## src/rtl/mem_pkg.sv

```systemverilog
// Shared constants, FSM state type and width helper for the data memory bank.
package mem_pkg;

  localparam int READ_LAT_MIN = 1;
  localparam int READ_LAT_MAX = 2;

  typedef enum logic {
    ST_CLEAR = 1'b0,
    ST_READY = 1'b1
  } state_e;

  function automatic int clog2(input int value);
    int r;
    r = 0;
    while ((1 << r) < value) r++;
    return r;
  endfunction

endpackage

```

## src/rtl/mem_rsp_pipe.sv

```systemverilog
// Response delay line: LAT stages of {valid, err, rdata}, cleared on reset so
// in-flight responses are dropped.
module mem_rsp_pipe #(
  parameter int DATA_W = 32,
  parameter int LAT    = 1
) (
  input  logic              clk,
  input  logic              reset,
  input  logic              in_valid_i,
  input  logic              in_err_i,
  input  logic [DATA_W-1:0] in_rdata_i,
  output logic              out_valid_o,
  output logic              out_err_o,
  output logic [DATA_W-1:0] out_rdata_o
);

  logic [LAT-1:0] valid_q;
  logic [LAT-1:0] err_q;
  logic [DATA_W-1:0] rdata_q [LAT];

  always_ff @(posedge clk) begin
    if (reset) begin
      valid_q <= '0;
      err_q   <= '0;
      for (int i = 0; i < LAT; i++) rdata_q[i] <= '0;
    end else begin
      valid_q[0] <= in_valid_i;
      err_q[0]   <= in_err_i;
      rdata_q[0] <= in_rdata_i;
      for (int i = 1; i < LAT; i++) begin
        valid_q[i] <= valid_q[i-1];
        err_q[i]   <= err_q[i-1];
        rdata_q[i] <= rdata_q[i-1];
      end
    end
  end

  assign out_valid_o = valid_q[LAT-1];
  assign out_err_o   = err_q[LAT-1];
  assign out_rdata_o = rdata_q[LAT-1];

endmodule

```

## src/rtl/data_mem_bank.sv

```systemverilog
// Single-port data memory with byte-lane writes, alignment/range checking,
// a post-reset clear sweep and a fixed-latency response pipe.
module data_mem_bank
  import mem_pkg::*;
#(
  parameter int DATA_W   = 32,
  parameter int DEPTH    = 32,
  parameter int ADDR_W   = 32,
  parameter int READ_LAT = 1
) (
  input  logic                clk,
  input  logic                reset,
  input  logic                req_valid,
  output logic                req_ready,
  input  logic                req_we,
  input  logic [ADDR_W-1:0]   req_addr,
  input  logic [DATA_W-1:0]   req_wdata,
  input  logic [DATA_W/8-1:0] req_be,
  output logic                rsp_valid,
  output logic [DATA_W-1:0]   rsp_rdata,
  output logic                rsp_err,
  output logic                busy,
  output state_e              dbg_state
);

  localparam int NB     = DATA_W / 8;
  localparam int LANE_W = clog2(NB);
  localparam int PTR_W  = (DEPTH > 1) ? clog2(DEPTH) : 1;
  localparam int LAT    = (READ_LAT > READ_LAT_MAX) ? READ_LAT_MAX :
                          (READ_LAT < READ_LAT_MIN) ? READ_LAT_MIN : READ_LAT;

  // Handshake: a request transfers on any rising edge where req_valid and
  // req_ready are both high; exactly one response follows LAT cycles later.

  state_e             state_q, state_d;
  logic [PTR_W-1:0]   ptr_q, ptr_d;
  logic [DATA_W-1:0]  mem_q [DEPTH];

  logic [ADDR_W-1:0]  word_idx;
  logic [PTR_W-1:0]   idx;
  logic               misaligned, out_of_range, err, accept, clr_we;
  logic [DATA_W-1:0]  rd_word, pipe_rdata;

  always_ff @(posedge clk) begin
    if (reset) begin
      state_q <= ST_CLEAR;
      ptr_q   <= '0;
    end else begin
      state_q <= state_d;
      ptr_q   <= ptr_d;
    end
  end

  always_comb begin
    state_d = state_q;
    ptr_d   = ptr_q;
    case (state_q)
      ST_CLEAR: begin
        ptr_d = ptr_q + PTR_W'(1);
        if (ptr_q == PTR_W'(DEPTH - 1)) begin
          state_d = ST_READY;
          ptr_d   = '0;
        end
      end
      ST_READY: ;
      default: state_d = ST_CLEAR;
    endcase
  end

  always_comb begin
    req_ready = (state_q == ST_READY);
    busy      = (state_q == ST_CLEAR);
    clr_we    = (state_q == ST_CLEAR);
  end

  assign dbg_state    = state_q;
  assign word_idx     = req_addr >> LANE_W;
  assign misaligned   = (req_addr & ADDR_W'(NB - 1)) != '0;
  assign out_of_range = word_idx >= ADDR_W'(DEPTH);
  assign err          = misaligned | out_of_range;
  assign idx          = word_idx[PTR_W-1:0];
  assign accept       = req_valid & req_ready;
  assign rd_word      = mem_q[idx];

  // The sweep and request writes never overlap: requests are only accepted in READY.
  always_ff @(posedge clk) begin
    if (clr_we) begin
      mem_q[ptr_q] <= '0;
    end else if (accept && req_we && !err) begin
      for (int i = 0; i < NB; i++) begin
        if (req_be[i]) mem_q[idx][8*i +: 8] <= req_wdata[8*i +: 8];
      end
    end
  end

  assign pipe_rdata = (accept && !req_we && !err) ? rd_word : '0;

  mem_rsp_pipe #(
    .DATA_W (DATA_W),
    .LAT    (LAT)
  ) u_rsp_pipe (
    .clk         (clk),
    .reset       (reset),
    .in_valid_i  (accept),
    .in_err_i    (accept & err),
    .in_rdata_i  (pipe_rdata),
    .out_valid_o (rsp_valid),
    .out_err_o   (rsp_err),
    .out_rdata_o (rsp_rdata)
  );

endmodule
```

## config.mk

```make
export PLATFORM = sky130hd
export DESIGN_NAME = data_mem_bank
export DESIGN_NICKNAME = d
export VERILOG_FILES = /design/src/rtl/mem_pkg.sv /design/src/rtl/mem_rsp_pipe.sv /design/src/rtl/data_mem_bank.sv
export SDC_FILE = /design/constraint.sdc
export NUM_CORES = 1
export LEC_CHECK = 0
export BUFFER_PORTS_ARGS = -buffer_cell sky130_fd_sc_hd__buf_2
export CORE_MARGIN = 5
export CORE_UTILIZATION = 45
export DETAILED_ROUTE_END_ITERATION = 6
export GPL_TIMING_DRIVEN = 0
export PLACE_DENSITY = 0.66
export SLEW_MARGIN = 20
export SYNTH_ARGS = -nofsm -noshare
export SYNTH_HDL_FRONTEND = slang
export SYNTH_SLANG_ARGS = --single-unit
```

## constraint.sdc

```tcl
create_clock -name clk -period 2.6 [get_ports clk]
set_clock_uncertainty 0.15 [all_clocks]
set_input_delay 0.13 -clock clk [delete_from_list [all_inputs] [get_ports clk]]
set_output_delay 0.13 -clock clk [all_outputs]
set_load 0.01 [all_outputs]
```

==> metrics.md, run 1 <==
| Metric | Value |
|---|---|
| Outcome | finished with violations |
| Failing checks | DRC, setup timing |
| CP Capture Type | flop |
| Synth Instances | 1978 |
| Combinational power share | 0.046 |
| Top cells by area, synth | edfxtp_1 75%, mux4_2 14%, a22oi_1 2.3%, dfxtp_1 1.9%, nor2_1 1.3% |
| Slew Limit Fails | 0 |
| Post-route cell area | 0.0496 mm^2 |
| Fmax | approximately 370 MHz |
| Yosys warns | 0 |
| Post-synthesis sequential element count | approximately 1100 |
| Yosys top cell area share | 0.748 |
| Commonest cells in the synthesized netlist | 1024 x edfxtp_1, 256 x mux4_2, 137 x nor2_1, 128 x a22oi_1, 81 x nand2_1 |
| Routed vias | 22500 |
| WL/cell | between 30 and 40 um |
| Switching Share | 0.209 |
| Antenna violations before repair | 8 |
| Post-Route Setup TNS | -4.07 ns |
| Async set or reset register ratio after synthesis | 0 |
| Cell Area, Placed | about 0.043 mm^2 |
| Clock share of power | 0.414 |
| Final net count | 2409 |
| Reg area | 0.0316 mm^2 |
| Die width | between 300 and 400 um |
| Leakage power | ~17 nW |
| First-pass GRT wire length | around 160 mm |
| Cell Area, Synth | a little over 0.04 mm^2 |
| Fin Hold WS | 0.0339 ns |
| Peak supply drop | roughly 0.57 mV |
| Slew headroom | 0.187 |
| Sink Count | about 1100 |
| Clk buf depth | 3 |
| Largest net degree at the start of global routing | 33 |
| Setup violations, final | 56 |
| Num CTS Buffers | between 90 and 100 |
| Count of final hold-check violations | 0 |
| Initial Utilization | 0.455 |
| Rows | between 100 and 150 |
| Period Utilization, post-route | 1.04 |
| Worst-Skew Late Latency | 0.66 ns |
| H-tree Lvls | 3 |
| Die area | approximately 0.098 mm^2 |
| Post-layout minimum cycle time | about 2.7 ns |
| RSZ-0062 raised after global routing | yes |
| Slew @ Worst Pin | about 1.2 ns |
| Netlist cell types | 44 |
| Syn-to-layout area delta | 20.7% |
| Worst Slack Setup Final | -0.110 ns |
| TritonCTS clock tree | yes |
| Port buffer count | ~110 |
| Worst min path class | input pin to flop |
| Largest area contributor in the netlist | edfxtp_1 |
| Critical path arrival | about 2.9 ns |
| WS Path Type | flop to flop |
| Area occupied by multi-input gates | approximately 0.011 mm^2 |
| Sequential fraction of the synthesis area | 0.767 |
| Total power | between 30 and 40 mW |
| Core Region | roughly 0.090 mm^2 |
| Layout cells sized above 1 | 0.361 |
| Avg Cell Area, Syn | 20.8 um^2 |
| Critical-path maximum fanout | 8 |
| Cell with the most instances after synthesis | edfxtp_1 |
| Post-Synthesis Net Count | approximately 2100 |
| Filler Cell Count | 6637 |
| Max Cap Viol | 0 |
| Post-DRT Antenna Nets | 0 |
| Vias/cell | between 6 and 7 |
| Number of synthesized flops with an enable pin | approximately 1000 |
| Die Ht | 312 um |
| Sequential power share | 0.540 |
| Worst Path Required | ~2.8 ns |
| Setup WS pre-CTS | -1.51 ns |
| Drt first pass iters | 7 |
| DRC errors left | 3 |
| Top_reg_cell synth | edfxtp_1 |
| Clk pin slew, worst setup/hold paths | 0.06 ns |
| Internal | between 20 and 30 mW |
| P per Cell Area | roughly 700 mW/mm^2 |
| Overflow after GRT | 0 |
| HPWL after DPL | about 69 mm |
| Placer Congestion | about 0.9 |
| Ports | 109 |
| Setup crit start kind | flop |
| Root buf cell | clkbuf_16 |
| Post-Route WL | 113 mm |
| Initial DRC count | 2899 |
| GRT Total Usage | 0.224 |
| Switching power | 7.25 mW |
| Vias in the first global route | 22100 |
## state kept, by name, summed over array words and instances, names as in the netlist
| signal | cells |
|---|---|
| mem_q | 1024 |
| u_rsp_pipe.rdata_q | 32 |
| ptr_q | 5 |
| dbg_state | 1 |
| u_rsp_pipe.out_err_o | 1 |
| u_rsp_pipe.out_valid_o | 1 |
## worst max-delay path: stages, from the launching register on
cell,delay [ns]
dfxtp_4,0.37
buf_4,0.13
nand3_1,0.12
or3_1,0.55
a211oi_4,0.63
nor2_1,0.40
## what timing repair did
item                        CTS  global route
hold buffers                 35             1
hold endpoints to repair    968            32
pin swaps                    42            46
setup endpoints to repair  2080          1038
buffers inserted             40            40
resized for setup           293            64
cloned                       24             6
## layout make-up
| class | instances | share of cell area |
|---|---|---|
| Sequential cell | 1064 | 0.636 |
| Multi-Input combinational cell | 824 | 0.212 |
| Clock buffer | 131 | 0.0559 |
| Timing Repair Buffer | 229 | 0.0434 |
| Tap cell | 1176 | 0.0297 |
| Buffer | 113 | 0.0135 |
| Clock inverter | 53 | 0.00878 |
| Inverter | 4 | 0.000303 |
| Antenna cell | 2 | 0.000101 |
## cells by family after synthesis
group / count (synthesis) / share of synthesized area
AO/OA/AOI/OAI: 187 / 0.0342
adder cells (fa/ha/maj): 2 / 0.000609
buffers and inverters: 117 / 0.0126
multiplexers: 271 / 0.144
AND/OR/NAND/NOR: 337 / 0.0409
flip-flops: 1064 / 0.767
## cells in the final DEF, fill, tap and decap left out, drive strengths merged, types with 5 or more instances in the layout
cell type	Yosys	routed
edfxtp	1024	1024
nor2	137	137
o21ai	5	5
a21oi	12	12
dfxtp	40	40
mux2i	10	10
clkbuf	57	191
mux2	5	5
buf	56	246
nor2b	8	8
a22oi	128	128
nor3	27	27
mux4	256	256
clkinv	0	39
nand2	81	81
dlygate4sd3	0	36
nand3	10	10
a22o	33	33
nand2b	6	6
nor4	7	7
inv	4	6
and2	33	60
clkinvlp	0	5
bufinv	0	7
nand4	14	14
## metrics by stage
| step | utilization | instances |
|---|---|---|
| 2_1_floorplan | - | 1978 |
| 3_3_place_gp | 0.479 | 3260 |
| 3_5_place_dp | 0.480 | 3264 |
| 4_1_cts | 0.539 | 3547 |
| 5_1_grt | 0.549 | 3594 |
| 6_report | 0.549 | 3596 |
## routing by layer
metal / GRT usage / up-vias / wire length (um)
met3: 0.0530 / 248 / 12200
li1: - / 9008 / -
met2: 0.359 / 1412 / 54300
met4: 0.0768 / 12 / 4050
met5: 0.00791 / - / 201
met1: 0.307 / 11800 / 42100
## path summary, 6_finish.rpt
| kind | endpoint | startpoint | slack (ns) | cells after the start |
|---|---|---|---|---|
| setup / recovery | mem_q[26][9] | dbg_state | -0.11 | 5 |
| hold / removal | mem_q[21][0] | req_wdata[0] | 0.03 | 2 |
| setup reg to reg | mem_q[26][9] | dbg_state | -0.11 | 5 |
| hold reg to reg | ptr_q[3] | ptr_q[3] | 0.47 | 2 |
## power by group through the flow
stage	Clock, mW	Sequential (mW)	Combinational (mW)
3_3_place_gp	0	19.1	1.28
5_1_grt	15.2	18.7	1.65
6_report	14.4	18.7	1.60
2_1_floorplan	0	19.1	0.745
3_5_place_dp	0	19.1	1.31
4_1_cts	14.4	18.7	1.49
Note: power is estimated with default switching activity, not from simulation.
==> run 2, diff against run 1 <==
--- a/config.mk
+++ b/config.mk
@@ -7,10 +7,10 @@
 export LEC_CHECK = 0
 export BUFFER_PORTS_ARGS = -buffer_cell sky130_fd_sc_hd__buf_2
 export CORE_MARGIN = 5
-export CORE_UTILIZATION = 45
+export CORE_UTILIZATION = 42
 export DETAILED_ROUTE_END_ITERATION = 6
 export GPL_TIMING_DRIVEN = 0
-export PLACE_DENSITY = 0.66
+export PLACE_DENSITY = 0.63
 export SLEW_MARGIN = 20
 export SYNTH_ARGS = -nofsm -noshare
 export SYNTH_HDL_FRONTEND = slang
==> run 2 against run 1 <==
The run still ends with DRC, setup timing left. Clock power grew 3%. Worst hold slack better by 0.0052 ns. Wire length is 0.38% higher. Sequential power about the same. Flip-flop and latch count is the same. Die area increased by 6.9%. Global-route usage fell by 1.1 points. Critical endpoint is now mem_q[25][20]. Highest routed layer unchanged.
==> metrics.md, run 2 (same netlist as run 1, synthesis figures left out) <==
| Metric | Value |
|---|---|
| Setup crit start kind | flop |
| Top flop regs | mem_q x1024, u_rsp_pipe.rdata_q x32, ptr_q x5 |
| Worst r2r src | ptr_q[1] |
| RSZ-0062 raised after global routing | yes |
| First-pass GRT wire length | 160 mm (+1.3%) |
| Die area | 0.104 mm^2 (+6.9%) |
| Placer Congestion | 0.931 (+2.0%) |
| Worst R2R Setup Slack | -0.11 ns (about the same) |
| Num CTS Buffers | 104 (+5.1%) |
| TritonCTS clock tree | yes |
| Setup violations, final | 130 (+130%) |
| R2r endpoint | mem_q[25][20] |
| WL/cell | 30.4 um (-3.1%) |
| Max reg flops | 1024 (unchanged) |
| Initial DRC count | 2857 (-1.4%) |
| Clk buf depth | 3 (unchanged) |
| Core Region | 0.0969 mm^2 (+7.3%) |
| Layout cells sized above 1 | 0.364 (+0.00346) |
| Die Ht | 323 um (+3.4%) |
| Overflow after GRT | 0 (unchanged) |
| Peak supply drop | 0.531 mV (-6.6%) |
| Syn-to-layout area delta | 21.5% |
| Cells on worst reg2reg path | 5 (unchanged) |
| Rows | 114 (+3.6%) |
| Critical path arrival | 2.92 ns (+0.05 ns) |
| Post-DRT Antenna Nets | 0 (unchanged) |
| Fmax | 369 MHz (about the same) |
| Slew Limit Fails | 0 (unchanged) |
| Worst min path class | input pin to flop |
| CP Capture Type | flop |
| Drt first pass iters | 7 (unchanged) |
| Slew @ Worst Pin | 1.08 ns (-0.139 ns) |
| Post-Route Setup TNS | -4.07 ns (+0.00113 ns) |
| Failing checks | DRC, setup timing |
| Critical path startpoint | ptr_q[1] |
| Final net count | 2427 (+0.75%) |
| H-tree Lvls | 3 (unchanged) |
| Post-layout minimum cycle time | 2.71 ns (+0.000962 ns) |
| Port buffer count | 106 (unchanged) |
| Initial Utilization | 0.424 (-0.0309) |
| P per Cell Area | 704 mW/mm^2 (+0.77%) |
| Routed vias | 22400 (-0.33%) |
| Max Cap Viol | 0 (unchanged) |
| Outcome | finished with violations |
| Sink Count | 1064 (unchanged) |
| Vias/cell | 6.01 (-3.8%) |
| Most frequent cells in the layout | 1024 x edfxtp_1, 256 x mux4_2, 141 x buf_2 |
| Setup crit end | mem_q[25][20] |
| Vias in the first global route | 22600 (+2.1%) |
| Leakage power | 17.0 nW (+0.69%) |
| Fin Hold WS | 0.0391 ns (+0.00517 ns) |
| Clk pin slew, worst setup/hold paths | 0.06 ns (about the same) |
| Worst-Skew Late Latency | 0.69 ns (+0.03 ns) |
| Most common cell after layout, fill and taps aside | edfxtp_1 |
| WS Path Type | flop to flop |
| Largest net degree at the start of global routing | 33 (unchanged) |
| Ports | 109 (unchanged) |
| Root buf cell | clkbuf_16 |
| GRT Total Usage | 0.213 (-0.0110) |
| Worst Slack Setup Final | -0.111 ns (-0.000962 ns) |
| DRC errors left | 97 (+94) |
| Filler Cell Count | 7405 (+12%) |
| Antenna violations before repair | 10 (+2) |
| Count of final hold-check violations | 0 (unchanged) |
| Critical-path maximum fanout | 10 (+2) |
| Post-Route WL | 113 mm (+0.38%) |
| Worst Path Required | 2.80 ns (+0.04 ns) |
| Most flops, register | mem_q |
| Slew headroom | 0.279 (+0.0924) |
| Period Utilization, post-route | 1.04 (about the same) |
| HPWL after DPL | 70.0 mm (+1.6%) |
| Die width | 323 um (+3.4%) |
==> run 2: worst min-delay path by stage <==
stage,cells after the start,to,from
after floorplan,1,ptr_q[2],reset
after global placement,2,ptr_q[3],reset
after detailed placement,2,ptr_q[2],reset
after CTS,2,mem_q[8][31],req_wdata[31]
after global routing,2,mem_q[3][31],req_wdata[31]
final,2,mem_q[30][31],req_wdata[31]
==> run 2: routing by layer <==
metal | GRT usage | wire length, um | vias to the layer above
met1 | 0.292 | 43700 | 11800
met4 | 0.0730 | 4240 | 2
met3 | 0.0454 | 10600 | 249
met5 | 0 | 13 | -
met2 | 0.345 | 54700 | 1239
li1 | - | - | 9065
==> run 2: cell type report <==
type / instances / area, um^2 / area share
diodes: 10 / 25.0 / 0.000501
inverters: 4 / 15.0 / 0.000300
clock buffers: 132 / 2780 / 0.0556
repair buffers: 245 / 2300 / 0.0461
clock inverters: 60 / 596 / 0.0119
flip-flops and latches: 1064 / 31600 / 0.631
well taps: 1276 / 1600 / 0.0320
plain buffers: 112 / 646 / 0.0129
multi-input cells: 822 / 10500 / 0.209
==> run 2: per-stage QoR <==
step | setup WS, ns | utilization | std cells | power [mW] | area (um^2)
after floorplan | -0.110 | - | 1978 | 19.8 | 41300
after CTS | -0.0566 | 0.510 | 3694 | 35.3 | 49400
after global placement | -1.79 | 0.448 | 3360 | 20.4 | 43400
final | -0.111 | 0.516 | 3725 | 35.2 | 50000
after detailed placement | -1.51 | 0.449 | 3367 | 20.4 | 43500
after global routing | -0.0937 | 0.516 | 3715 | 36.2 | 49900
==> run 2: power by group <==
group	switching [mW]	internal (mW)	total [mW]
Sequential	0.0377	18.7	18.7
Clock	6.37	8.56	14.9
Combinational	1.00	0.535	1.54
Total	7.41	27.8	35.2
==> run 2: worst max-delay path: stages, from the launching register on <==
cell	delay, ns
dfxtp_1	0.39
clkbuf_1	0.43
nand2b_1	0.27
nor2_1	0.07
a211oi_2	0.74
nor2_2	0.31
==> run 2: repair_timing <==
| item | in CTS | in global routing |
|---|---|---|
| hold buffers | 36 | 1 |
| pin swaps | 80 | 26 |
| setup endpoints to repair | 2079 | 1114 |
| cloned | 22 | 7 |
| buffers inserted | 77 | 16 |
| endpoints found under the hold margin | 1001 | 32 |
| resized for setup | 296 | 46 |
